$ cat config.mk
export PLATFORM = sky130hd
export DESIGN_NAME = vid_timing_mono
export DESIGN_NICKNAME = d
export VERILOG_FILES = /design/src/rtl/vid_pkg.sv /design/src/rtl/vid_luma.sv /design/src/rtl/vid_timing_mono.sv
export SDC_FILE = /design/constraint.sdc
export NUM_CORES = 1
export LEC_CHECK = 0
export BUFFER_PORTS_ARGS = -buffer_cell sky130_fd_sc_hd__buf_2
export CAP_MARGIN = 40
export CORE_MARGIN = 4
export CORE_UTILIZATION = 55
export DETAILED_ROUTE_END_ITERATION = 7
export PLACE_DENSITY_LB_ADDON = 0.3
export SLEW_MARGIN = 20
export SYNTH_ARGS = -nofsm -noshare
export SYNTH_HDL_FRONTEND = slang
export SYNTH_SLANG_ARGS = --single-unit
$ cat constraint.sdc
create_clock -name clk -period 5.7 [get_ports clk]
set_input_delay 0.855 -clock clk [delete_from_list [all_inputs] [get_ports clk]]
set_output_delay 0.855 -clock clk [all_outputs]
set_load 0.02 [all_outputs]
$ cat src/rtl/vid_pkg.sv
`default_nettype none
// ------------------------------------------------------------------
// vid_pkg: shared encodings, luma weights and default timing constants
// Rev 1.0
// ------------------------------------------------------------------
package vid_pkg;

  typedef enum logic [1:0] {
    MONO_COLOR = 2'b00,
    MONO_GREEN = 2'b01,
    MONO_AMBER = 2'b10,
    MONO_WHITE = 2'b11
  } mono_mode_e;

  typedef struct packed {
    logic hblank;
    logic hsync;
    logic vblank;
    logic vsync;
  } vid_flags_t;

  localparam int LUMA_WR    = 54;
  localparam int LUMA_WG    = 183;
  localparam int LUMA_WB    = 19;
  localparam int LUMA_SHIFT = 8;

  localparam int H_TOTAL_DEF  = 638;
  localparam int H_BLANK_DEF  = 529;
  localparam int HS_START_DEF = 544;
  localparam int HS_END_DEF   = 590;

  localparam int NTSC_VT_DEF  = 262;
  localparam int NTSC_VB_DEF  = 240;
  localparam int NTSC_VS0_DEF = 245;
  localparam int NTSC_VS1_DEF = 248;

  localparam int PAL_VT_DEF   = 312;
  localparam int PAL_VB_DEF   = 300;
  localparam int PAL_VS0_DEF  = 304;
  localparam int PAL_VS1_DEF  = 308;

  // Vertical constants are given at single line rate; doubled rate scales every one.
  function automatic int vline(input int base, input logic dbl);
    return dbl ? base * 2 : base;
  endfunction

endpackage
`default_nettype wire

$ cat src/rtl/vid_luma.sv
`default_nettype none
// ------------------------------------------------------------------
// vid_luma: two-stage RGB register / luma / mono-mode output pipe
// Rev 1.0
// ------------------------------------------------------------------
module vid_luma
  import vid_pkg::*;
#(
  parameter int CW = 6
) (
  input  logic          clk,
  input  logic          reset,
  input  logic          ce,
  input  logic [1:0]    mono_mode,
  input  logic          blank,
  input  logic [CW-1:0] r_in,
  input  logic [CW-1:0] g_in,
  input  logic [CW-1:0] b_in,
  output logic [CW-1:0] r_out,
  output logic [CW-1:0] g_out,
  output logic [CW-1:0] b_out
);

  localparam logic [CW+7:0] WR = (CW+8)'(LUMA_WR);
  localparam logic [CW+7:0] WG = (CW+8)'(LUMA_WG);
  localparam logic [CW+7:0] WB = (CW+8)'(LUMA_WB);

  logic [CW-1:0] r1_q, r1_d, g1_q, g1_d, b1_q, b1_d;
  logic [CW-1:0] r2_q, r2_d, g2_q, g2_d, b2_q, b2_d;
  logic [CW+7:0] pr, pg, pb;
  logic [CW+8:0] sum;
  logic [CW-1:0] y;

  // Weights sum to 256, so full-scale input lands exactly on full scale.
  always_comb begin
    pr  = WR * {8'd0, r1_q};
    pg  = WG * {8'd0, g1_q};
    pb  = WB * {8'd0, b1_q};
    sum = {1'b0, pr} + {1'b0, pg} + {1'b0, pb};
    y   = CW'(sum >> LUMA_SHIFT);
  end

  always_comb begin
    r1_d = r1_q;
    g1_d = g1_q;
    b1_d = b1_q;
    r2_d = r2_q;
    g2_d = g2_q;
    b2_d = b2_q;
    if (ce) begin
      r1_d = r_in;
      g1_d = g_in;
      b1_d = b_in;
      if (blank) begin
        r2_d = '0;
        g2_d = '0;
        b2_d = '0;
      end else begin
        case (mono_mode_e'(mono_mode))
          MONO_COLOR: begin
            r2_d = r1_q;
            g2_d = g1_q;
            b2_d = b1_q;
          end
          MONO_GREEN: begin
            r2_d = '0;
            g2_d = y;
            b2_d = '0;
          end
          MONO_AMBER: begin
            r2_d = y;
            g2_d = y >> 1;
            b2_d = '0;
          end
          default: begin
            r2_d = y;
            g2_d = y;
            b2_d = y;
          end
        endcase
      end
    end
  end

  always_ff @(posedge clk) begin
    if (reset) begin
      r1_q <= '0;
      g1_q <= '0;
      b1_q <= '0;
      r2_q <= '0;
      g2_q <= '0;
      b2_q <= '0;
    end else begin
      r1_q <= r1_d;
      g1_q <= g1_d;
      b1_q <= b1_d;
      r2_q <= r2_d;
      g2_q <= g2_d;
      b2_q <= b2_d;
    end
  end

  assign r_out = r2_q;
  assign g_out = g2_q;
  assign b_out = b2_q;

endmodule
`default_nettype wire

$ cat src/rtl/vid_timing_mono.sv
`default_nettype none
// ------------------------------------------------------------------
// vid_timing_mono: NTSC/PAL timing generator with mono colour pipeline
// Rev 1.0
// ------------------------------------------------------------------
module vid_timing_mono
  import vid_pkg::*;
#(
  parameter int CW       = 6,
  parameter int HW       = 10,
  parameter int H_TOTAL  = H_TOTAL_DEF,
  parameter int H_BLANK  = H_BLANK_DEF,
  parameter int HS_START = HS_START_DEF,
  parameter int HS_END   = HS_END_DEF,
  parameter int NTSC_VT  = NTSC_VT_DEF,
  parameter int NTSC_VB  = NTSC_VB_DEF,
  parameter int NTSC_VS0 = NTSC_VS0_DEF,
  parameter int NTSC_VS1 = NTSC_VS1_DEF,
  parameter int PAL_VT   = PAL_VT_DEF,
  parameter int PAL_VB   = PAL_VB_DEF,
  parameter int PAL_VS0  = PAL_VS0_DEF,
  parameter int PAL_VS1  = PAL_VS1_DEF
) (
  input  logic          clk,
  input  logic          reset,
  input  logic          pal,
  input  logic          scandouble,
  input  logic [1:0]    mono_mode,
  input  logic [CW-1:0] r_in,
  input  logic [CW-1:0] g_in,
  input  logic [CW-1:0] b_in,
  output logic          ce_pix,
  output logic [HW-1:0] hc,
  output logic [HW-1:0] vc,
  output logic          HBlank,
  output logic          HSync,
  output logic          VBlank,
  output logic          VSync,
  output logic [CW-1:0] r_out,
  output logic [CW-1:0] g_out,
  output logic [CW-1:0] b_out,
  output logic [7:0]    frame_cnt
);

  localparam logic [HW-1:0] ONE = HW'(1);

  logic          ce_q, ce_d;
  logic [HW-1:0] hc_q, hc_d, vc_q, vc_d;
  logic [7:0]    frame_q, frame_d;
  logic          pal_l_q, pal_l_d, sd_l_q, sd_l_d;
  vid_flags_t    raw_q, raw_d, dl1_q, dl1_d, dl2_q, dl2_d;
  logic [HW-1:0] vt, vb, vs0, vs1;
  logic          h_wrap, v_wrap;

  always_comb begin
    vt  = HW'(vline(pal_l_q ? PAL_VT  : NTSC_VT,  sd_l_q));
    vb  = HW'(vline(pal_l_q ? PAL_VB  : NTSC_VB,  sd_l_q));
    vs0 = HW'(vline(pal_l_q ? PAL_VS0 : NTSC_VS0, sd_l_q));
    vs1 = HW'(vline(pal_l_q ? PAL_VS1 : NTSC_VS1, sd_l_q));
  end

  always_comb begin
    ce_d    = sd_l_q | ~ce_q;
    hc_d    = hc_q;
    vc_d    = vc_q;
    frame_d = frame_q;
    pal_l_d = pal_l_q;
    sd_l_d  = sd_l_q;
    raw_d   = raw_q;
    dl1_d   = dl1_q;
    dl2_d   = dl2_q;
    h_wrap  = (hc_q == HW'(H_TOTAL - 1));
    v_wrap  = (vc_q == (vt - ONE));
    if (ce_q) begin
      hc_d = h_wrap ? '0 : hc_q + ONE;
      if (h_wrap) begin
        if (v_wrap) begin
          vc_d    = '0;
          frame_d = frame_q + 8'd1;
          pal_l_d = pal;
          sd_l_d  = scandouble;
        end else begin
          vc_d = vc_q + ONE;
        end
      end
      // Raw flags follow the next counter values so they stay aligned with hc/vc.
      if (hc_d == HW'(H_BLANK))       raw_d.hblank = 1'b1;
      else if (hc_d == '0)            raw_d.hblank = 1'b0;
      if (hc_d == HW'(HS_START))      raw_d.hsync  = 1'b1;
      else if (hc_d == HW'(HS_END))   raw_d.hsync  = 1'b0;
      if (hc_d == HW'(HS_START)) begin
        if (vc_d == vb)               raw_d.vblank = 1'b1;
        else if (vc_d == '0)          raw_d.vblank = 1'b0;
        if (vc_d == vs0)              raw_d.vsync  = 1'b1;
        else if (vc_d == vs1)         raw_d.vsync  = 1'b0;
      end
      dl1_d = raw_q;
      dl2_d = dl1_q;
    end
  end

  always_ff @(posedge clk) begin
    if (reset) begin
      ce_q    <= 1'b0;
      hc_q    <= '0;
      vc_q    <= '0;
      frame_q <= '0;
      pal_l_q <= pal;
      sd_l_q  <= scandouble;
      raw_q   <= '0;
      dl1_q   <= '0;
      dl2_q   <= '0;
    end else begin
      ce_q    <= ce_d;
      hc_q    <= hc_d;
      vc_q    <= vc_d;
      frame_q <= frame_d;
      pal_l_q <= pal_l_d;
      sd_l_q  <= sd_l_d;
      raw_q   <= raw_d;
      dl1_q   <= dl1_d;
      dl2_q   <= dl2_d;
    end
  end

  // Blanking is taken one stage early so the zeroed colour lines up with dl2 flags.
  vid_luma #(
    .CW(CW)
  ) u_luma (
    .clk       (clk),
    .reset     (reset),
    .ce        (ce_q),
    .mono_mode (mono_mode),
    .blank     (dl1_q.hblank | dl1_q.vblank),
    .r_in      (r_in),
    .g_in      (g_in),
    .b_in      (b_in),
    .r_out     (r_out),
    .g_out     (g_out),
    .b_out     (b_out)
  );

  assign ce_pix    = ce_q;
  assign hc        = hc_q;
  assign vc        = vc_q;
  assign frame_cnt = frame_q;
  assign HBlank    = dl2_q.hblank;
  assign HSync     = dl2_q.hsync;
  assign VBlank    = dl2_q.vblank;
  assign VSync     = dl2_q.vsync;

endmodule
`default_nettype wire

==> run_results.csv, run 1 <==
group,metric,value,unit
run_status,status,"finished, violations left",
run_status,violations,"negative setup slack",
power,power.switching,0.00105,W
floorplan,num_rows,42,
floorplan,die_w,124,um
yosys,synth-edff-count,2,
yosys,synth_fp_nets,1008,
yosys,seq_area_frac_synth,21.6,%
yosys,ys.flop_type,"dfxtp_1",
floorplan,die-height,124,um
critical_path,critPathKind,"reg -> reg",
clock_network,root_buffer,"clkbuf_16",
final_layout,fill_cells,1130,
yosys,async_reset_ff_share,0,%
critical_path,startpoint_type,"flip-flop",
yosys,netlist_area,0.00742,mm^2
yosys,synthAdderAreaFrac,24.2,%
timing,fin_setup_tns,-0.0254,ns
drt,antenna_left,0,
clock_network,ctsLongestPathBuffers,2,
yosys,ys_warn_count,0,
power,pwr-share-clk,22.5,%
timing,hold_viol,0,
timing,tightest_slew,0.847,ns
drt,drcViolationCount,0,
grt,groute.usage.overall,24.9,%
worst_hold_path,min_from,"u_luma.r_out[2]",
floorplan,dieArea,0.0154,mm^2
yosys,synthSimpleGateAreaFrac,19.7,%
drt,avgRoutedWirePerCell,17.0,um
timing,slew_violations,0,
final_layout,mostFrequentLayoutCells,"inv_1 (113), nor2_1 (82), dfxtp_1 (75)",
floorplan,io_pins,75,
grt,grt.met3_usage,4.77,%
final_layout,diodes,0,
timing,rsz0062_at_grt,"true",
critical_path,r2r-start,"u_luma.r1_q[1]",
critical_path,reg2reg_slack,-0.03,ns
power,power,0.00264,W
drt,vias,6551,
yosys,syn_inst,867,
clock_network,cts.sinks,79,
clock_network,numCtsBuffers,9,
timing,fmax,175,MHz
yosys,synth-compound-area-share,16.1,%
yosys,synth_cell_types,84,
drt,avgViaCountPerCell,5.88,
grt,grt_pass1_vias,6120,
drt,drt_iter0_drc,541,
yosys,ys_top_cells_by_area,"dfxtp_1 (21%), ha_1 (12%), fa_1 (12%), inv_1 (6.0%), mux2i_1 (4.6%)",
drt,routed_wl,19000,um
placement,place_hpwl,14100,um
power,irDropWorstVdd,251,uV
final_layout,drive_gt1_share,18.9,%
timing,worst_clock_skew,0.00469,ns
critical_path,cp-end-kind,"flip-flop",
grt,grt.met1_usage,30.9,%
placement,globalplace.congestion,0.977,
power,p_leak,4.00,nW
power,seqPwrFrac,24.2,%
yosys,synth_top_family_by_area,"adder cells",
grt,grt_pass1_wl,30000,um
grt,antenna_found_initial,0,
yosys,synth_top_cell_by_area,"dfxtp_1",
power,swShare,39.8,%
power,share_comb_of_total_power,53.3,%
yosys,yosys_register_bits,79,
clock_network,clk_latency,0.35,ns
final_layout,fin_nets,1074,
yosys,synthMuxAreaShare,4.98,%
grt,grt-busiest-layer,"met2",
final_layout,area_growth,15.1,%
timing,finalCritPeriodShare,100,%
clock_network,cts_tree,"yes",
grt,grt_overflow,0,
floorplan,initial_core_util,56.0,%
clock_network,h-tree-depth,3,
yosys,synth_xor_area_share,4.13,%
critical_path,cp-startpoint,"u_luma.r1_q[1]",
timing,setup_slack,-0.0254,ns
worst_hold_path,holdPathStages,2,
grt,met2_usage,42.7,%
yosys,synthDominantCellAreaShare,20.8,%
critical_path,crit_fanout,4,
worst_hold_path,min_path_type,"reg -> reg",
yosys,syn_area_per_cell,8.55,um^2
grt,grt_max_degree,65,
job,drv_cap,0,
drt,firstDrtPassIters,5,
critical_path,rr_endpoint,"u_luma.g_out[3]",
power,intPower,0.00159,W
power,p_per_area,310,mW/mm^2
placement,io_buffer_count,74,
critical_path,r2r_cells,22,
critical_path,worstPathArrival,5.93,ns
worst_hold_path,hold_path_end,"u_luma.r_out[2]",
timing,setup_viol,1,
critical_path,cp.required,5.90,ns
timing,maxSlewHeadroom,43.3,%
floorplan,core,0.0132,mm^2
timing,finalCriticalPeriod,5.73,ns
clock_network,clk_pin_slew_worst_paths,0.06,ns
final_layout,final_common_cell,"inv_1",
==> worst max-delay path by stage <==
stage / depth (start not counted) / endpoint
finish: 22 / u_luma.g_out[3]
global route: 24 / u_luma.g_out[3]
CTS: 23 / u_luma.g_out[3]
detailed placement: 23 / u_luma.g_out[3]
global placement: 23 / u_luma.g_out[3]
floorplan: 23 / u_luma.g_out[3]
==> cell families after synthesis <==
group	after synthesis
simple gates	264
compound gates	172
buf+inv	168
fa+ha+maj	117
flops	79
mux	36
xor+xnor	31
==> Yosys cell counts (all sizes together) (3+ instances only) <==
master   count
inv        119
nor2        85
dfxtp       77
ha          73
nand2       46
fa          44
a21oi       38
mux2i       35
o21ai       30
buf         24
nor3        24
clkbuf      23
nand3       20
xor2        16
nand4       15
xnor2       13
nand2b      12
a211oi      11
or3         11
a22oi        9
o22ai        9
and3         8
o31ai        8
a21o         7
a31oi        7
nor2b        7
a32oi        6
nor3b        6
o211a        6
nand4b       5
o311ai       5
a2111oi      4
a31o         4
and4b        4
nor4         4
o211ai       4
and2         3
o221ai       3
or4          3
==> metal layers <==
metal	vias to the layer above	wire (um)
met5	-	0
met4	0	575
met3	37	936
met2	205	9410
met1	3161	8030
li1	3148	-
==> state kept, by name (all words and copies together) (netlist names) <==
register and flops:
VBlank 1, u_luma.r1_q 6, raw_q 4, HBlank 1, vc 10, dl1_q 4
ce_pix 1, u_luma.b1_q 6, u_luma.b_out 6, sd_l_q 1, hc 10, HSync 1
VSync 1, u_luma.r_out 6, u_luma.g_out 6, frame_cnt 8, pal_l_q 1, u_luma.g1_q 6
==> power by group through the flow <==
stage	sequential, W	clock [W]	combinational, W
finish	0.000640	0.000595	0.00141
floorplan	0.000670	0	0.000769
global placement	0.000650	0	0.00113
detailed placement	0.000650	0	0.00117
CTS	0.000639	0.000607	0.00122
global route	0.000645	0.000628	0.00155
==> critical path: stages, from the launching register on <==
cell,delay [ns]
dfxtp_4,0.36
ha_1,0.29
ha_1,0.30
fa_1,0.55
ha_4,0.23
a21oi_4,0.22
xnor2_4,0.15
ha_4,0.14
inv_2,0.03
fa_1,0.51
inv_1,0.06
fa_1,0.49
inv_2,0.04
fa_1,0.54
inv_2,0.05
ha_4,0.22
a21o_1,0.17
a21oi_2,0.17
o22ai_2,0.15
o21a_1,0.23
or4b_1,0.46
a31oi_1,0.14
a211oi_1,0.06
==> stage by stage <==
step	hold WS (ns)	cell area, um^2	setup WS (ns)	cells	util [%]
2_1_floorplan	0.435	7430	0.0216	867	-
3_3_place_gp	0.428	7970	-0.158	1094	60.2
3_5_place_dp	0.437	7980	-0.312	1095	60.3
4_1_cts	0.445	8400	0.0227	1113	63.4
5_1_grt	0.471	8540	-0.220	1114	64.5
6_report	0.445	8540	-0.0254	1114	64.5
==> layout make-up <==
| cell class | instances | area (um^2) | share of cell area [%] |
|---|---|---|---|
| clock buffer | 12 | 246 | 2.89 |
| clock inverter | 4 | 52.6 | 0.615 |
| inverter | 121 | 454 | 5.32 |
| multi-input combinational | 620 | 5370 | 62.9 |
| sequential | 79 | 1610 | 18.8 |
| tap | 176 | 220 | 2.58 |
| timing repair buffer | 102 | 588 | 6.89 |
==> repair_timing <==
item,4_1_cts,5_1_grt
pin swaps,14,15
resized for setup,15,31
hold buffers,0,0
setup buffers,2,1
endpoints found under the setup margin,17,18
No activity file was read; power rests on OpenSTA's default activity.
==> inputs of run 2 (changes only) <==
- PLACE_DENSITY: not set -> 0.78
- PLACE_DENSITY_LB_ADDON: 0.3 -> not set
- SYNTH_HIERARCHICAL: not set -> 1
==> run_results.csv, run 2 <==
group,metric,value,unit
drt,avgRoutedWirePerCell,16.4,um
critical_path,startpoint_type,"flip-flop",
critical_path,critical-path-slowest-cell,"fa_1",
final_layout,mostFrequentLayoutCells,"inv_1 (111), nor2_1 (75), dfxtp_1 (74), buf_2 (74), ha_1 (64)",
timing,setup_viol,0,
yosys,synth-edff-count,2,
critical_path,cp_top_family,"adder cells",
timing,fmax,179,MHz
critical_path,crit_chain,"ha_4, inv_1, fa_1, fa_1, inv_2, ha_4, xnor2_2, ha_1, fa_1, inv_1, fa_2, fa_1, inv_2, ha_4, buf_4, and3_4, a211oi_2, buf_4, or3_4, a311o_1, o221ai_2",
yosys,ys.flop_type,"dfxtp_1",
floorplan,core,0.0126,mm^2
yosys,ys_top_cells_by_area,"dfxtp_1 (22%), ha_1 (13%), fa_1 (13%), inv_1 (6.1%), mux2i_1 (5.0%)",
timing,finalCritPeriodShare,98.1,%
drt,drt_iter0_drc,362,
clock_network,cts_tree,"yes",
critical_path,cp-end-kind,"flip-flop",
grt,groute.usage.overall,24.2,%
yosys,synth_top_cell_by_area,"dfxtp_1",
floorplan,io_pins,75,
placement,io_buffer_count,74,
yosys,yosys_register_bits,79,
critical_path,cp.required,5.97,ns
yosys,ys_warn_count,6,
power,irDropWorstVdd,244,uV
floorplan,num_rows,41,
clock_network,ctsLongestPathBuffers,2,
yosys,synth_fp_nets,954,
grt,grt_pass1_wl,28300,um
clock_network,clk_latency,0.35,ns
yosys,syn_area_per_cell,8.63,um^2
final_layout,fin_nets,1029,
clock_network,clk_pin_slew_worst_paths,0.07,ns
grt,grt_max_degree,72,
yosys,yosysMostFrequentCell,"inv_1",
timing,tightest_slew,0.788,ns
placement,globalplace.congestion,0.953,
drt,antenna_left,0,
floorplan,die_w,121,um
yosys,async_reset_ff_share,0,%
timing,maxSlewHeadroom,47.3,%
power,power,0.00265,W
clock_network,cts.sinks,79,
clock_network,root_buffer,"clkbuf_16",
final_layout,area_growth,16.2,%
worst_hold_path,min_path_type,"reg -> reg",
timing,finalCriticalPeriod,5.59,ns
yosys,synthDominantCellAreaShare,22.0,%
floorplan,initial_core_util,55.8,%
drt,avgViaCountPerCell,5.62,
power,p_per_area,326,mW/mm^2
yosys,seq_area_frac_synth,22.8,%
final_layout,fill_cells,1102,
clock_network,numCtsBuffers,9,
yosys,synthTopCellsByCount,"inv_1 (114), dfxtp_1 (77), nor2_1 (75), ha_1 (73), fa_1 (44)",
placement,place_hpwl,13300,um
placement,placed_cells_incl_taps,1046,
critical_path,worst_path_most_repeated_cell,"fa_1",
timing,hold_viol,0,
grt,grt_pass1_vias,5557,
grt,antenna_found_initial,1,
final_layout,drive_gt1_share,18.9,%
critical_path,critPathKind,"reg -> reg",
timing,rsz0062_at_grt,"true",
critical_path,critical_path_buf_inv_count,6,
floorplan,die-height,121,um
final_layout,diodes,0,
critical_path,crit_fanout,4,
yosys,netlist_area,0.00702,mm^2
final_layout,final_common_cell,"inv_1",
job,drv_cap,0,
final_layout,finish.utilization,64.9,%
run_status,status,"complete, no violations",
yosys,syn_inst,813,
power,p_leak,3.82,nW
drt,vias,5985,
critical_path,worstPathArrival,5.86,ns
drt,firstDrtPassIters,6,
timing,slew_violations,0,
clock_network,h-tree-depth,3,
floorplan,dieArea,0.0146,mm^2
grt,grt_overflow,0,
drt,drcViolationCount,0,
timing,worst_clock_skew,0.00689,ns
final_layout,final_cells,1065,
drt,routed_wl,17500,um
yosys,synth_cell_types,78,
critical_path,cpPeakStageDelay,0.51,ns
## run 2: through the flow
stage                TNS, ns  area, um^2  hold WS (ns)  setup WS [ns]
floorplan                  0        7020         0.448         0.0473
global placement     -0.0196        7610         0.468        -0.0187
detailed placement     -1.03        7640         0.462         -0.156
CTS                 -0.00389        8010         0.485       -0.00389
global route          -0.585        8150         0.518         -0.114
finish                     0        8150         0.491          0.106
## run 2: path summary, 6_finish.rpt
| check | to | cells after the start | slack, ns | from |
|---|---|---|---|---|
| setup / recovery | u_luma/g_out[2] | 21 | 0.11 | u_luma/r1_q[1] |
| hold / removal | u_luma/g_out[2] | 2 | 0.49 | u_luma/g_out[2] |
| setup reg to reg | u_luma/g_out[2] | 21 | 0.11 | u_luma/r1_q[1] |
| hold reg to reg | u_luma/g_out[2] | 2 | 0.49 | u_luma/g_out[2] |
## run 2: power by group
group          internal (W)  leakage [nW]  switching, W
clock              0.000310         0.147      0.000265
combinational      0.000691          3.03      0.000753
sequential         0.000591         0.647     0.0000451
## run 2: logic make-up (layout without fill, tap and decap cells)
logic type	Yosys count	count (layout)	share of synthesized area [%]
buf+inv	154	234	8.72
xor+xnor	44	44	5.60
simple gates	241	241	18.0
flops	79	79	22.8
compound gates	143	143	14.4
fa+ha+maj	117	117	25.6
mux	35	35	4.99
## run 2: layout make-up
cell class	instances	area (um^2)	share of cell area, %
clock buffer	9	225	2.76
clock inverter	7	71.3	0.875
inverter	115	432	5.29
multi-input combinational	580	4990	61.2
sequential	79	1610	19.7
tap	172	215	2.64
timing repair buffer	103	612	7.50
## run 2: repair_timing
action	in CTS	in global routing
hold buffers	0	0
gates resized for setup	8	28
pin swaps	11	21
endpoints found under the setup margin	16	17
setup buffers	1	2
## run 2: worst register-to-register path, delay by kind of cell (launching register included)
kind | cells | cell delay [ns]
AOI/OAI and AO/OA | 3 | 0.57
xor gates and xnor gates | 1 | 0.11
adders and majority gates | 9 | 3.50
buffers and inverters | 6 | 0.47
DFF | 1 | 0.37
and+or+nand+nor | 2 | 0.52
## run 2: metal layers
metal | global-route usage, % | vias up | share of wire, %
li1 | - | 2934 | -
met1 | 32.7 | 2862 | 45
met2 | 40.4 | 169 | 48
met3 | 4.38 | 18 | 5.1
met4 | 5.81 | 2 | 1.8
met5 | 0 | - | 0.080
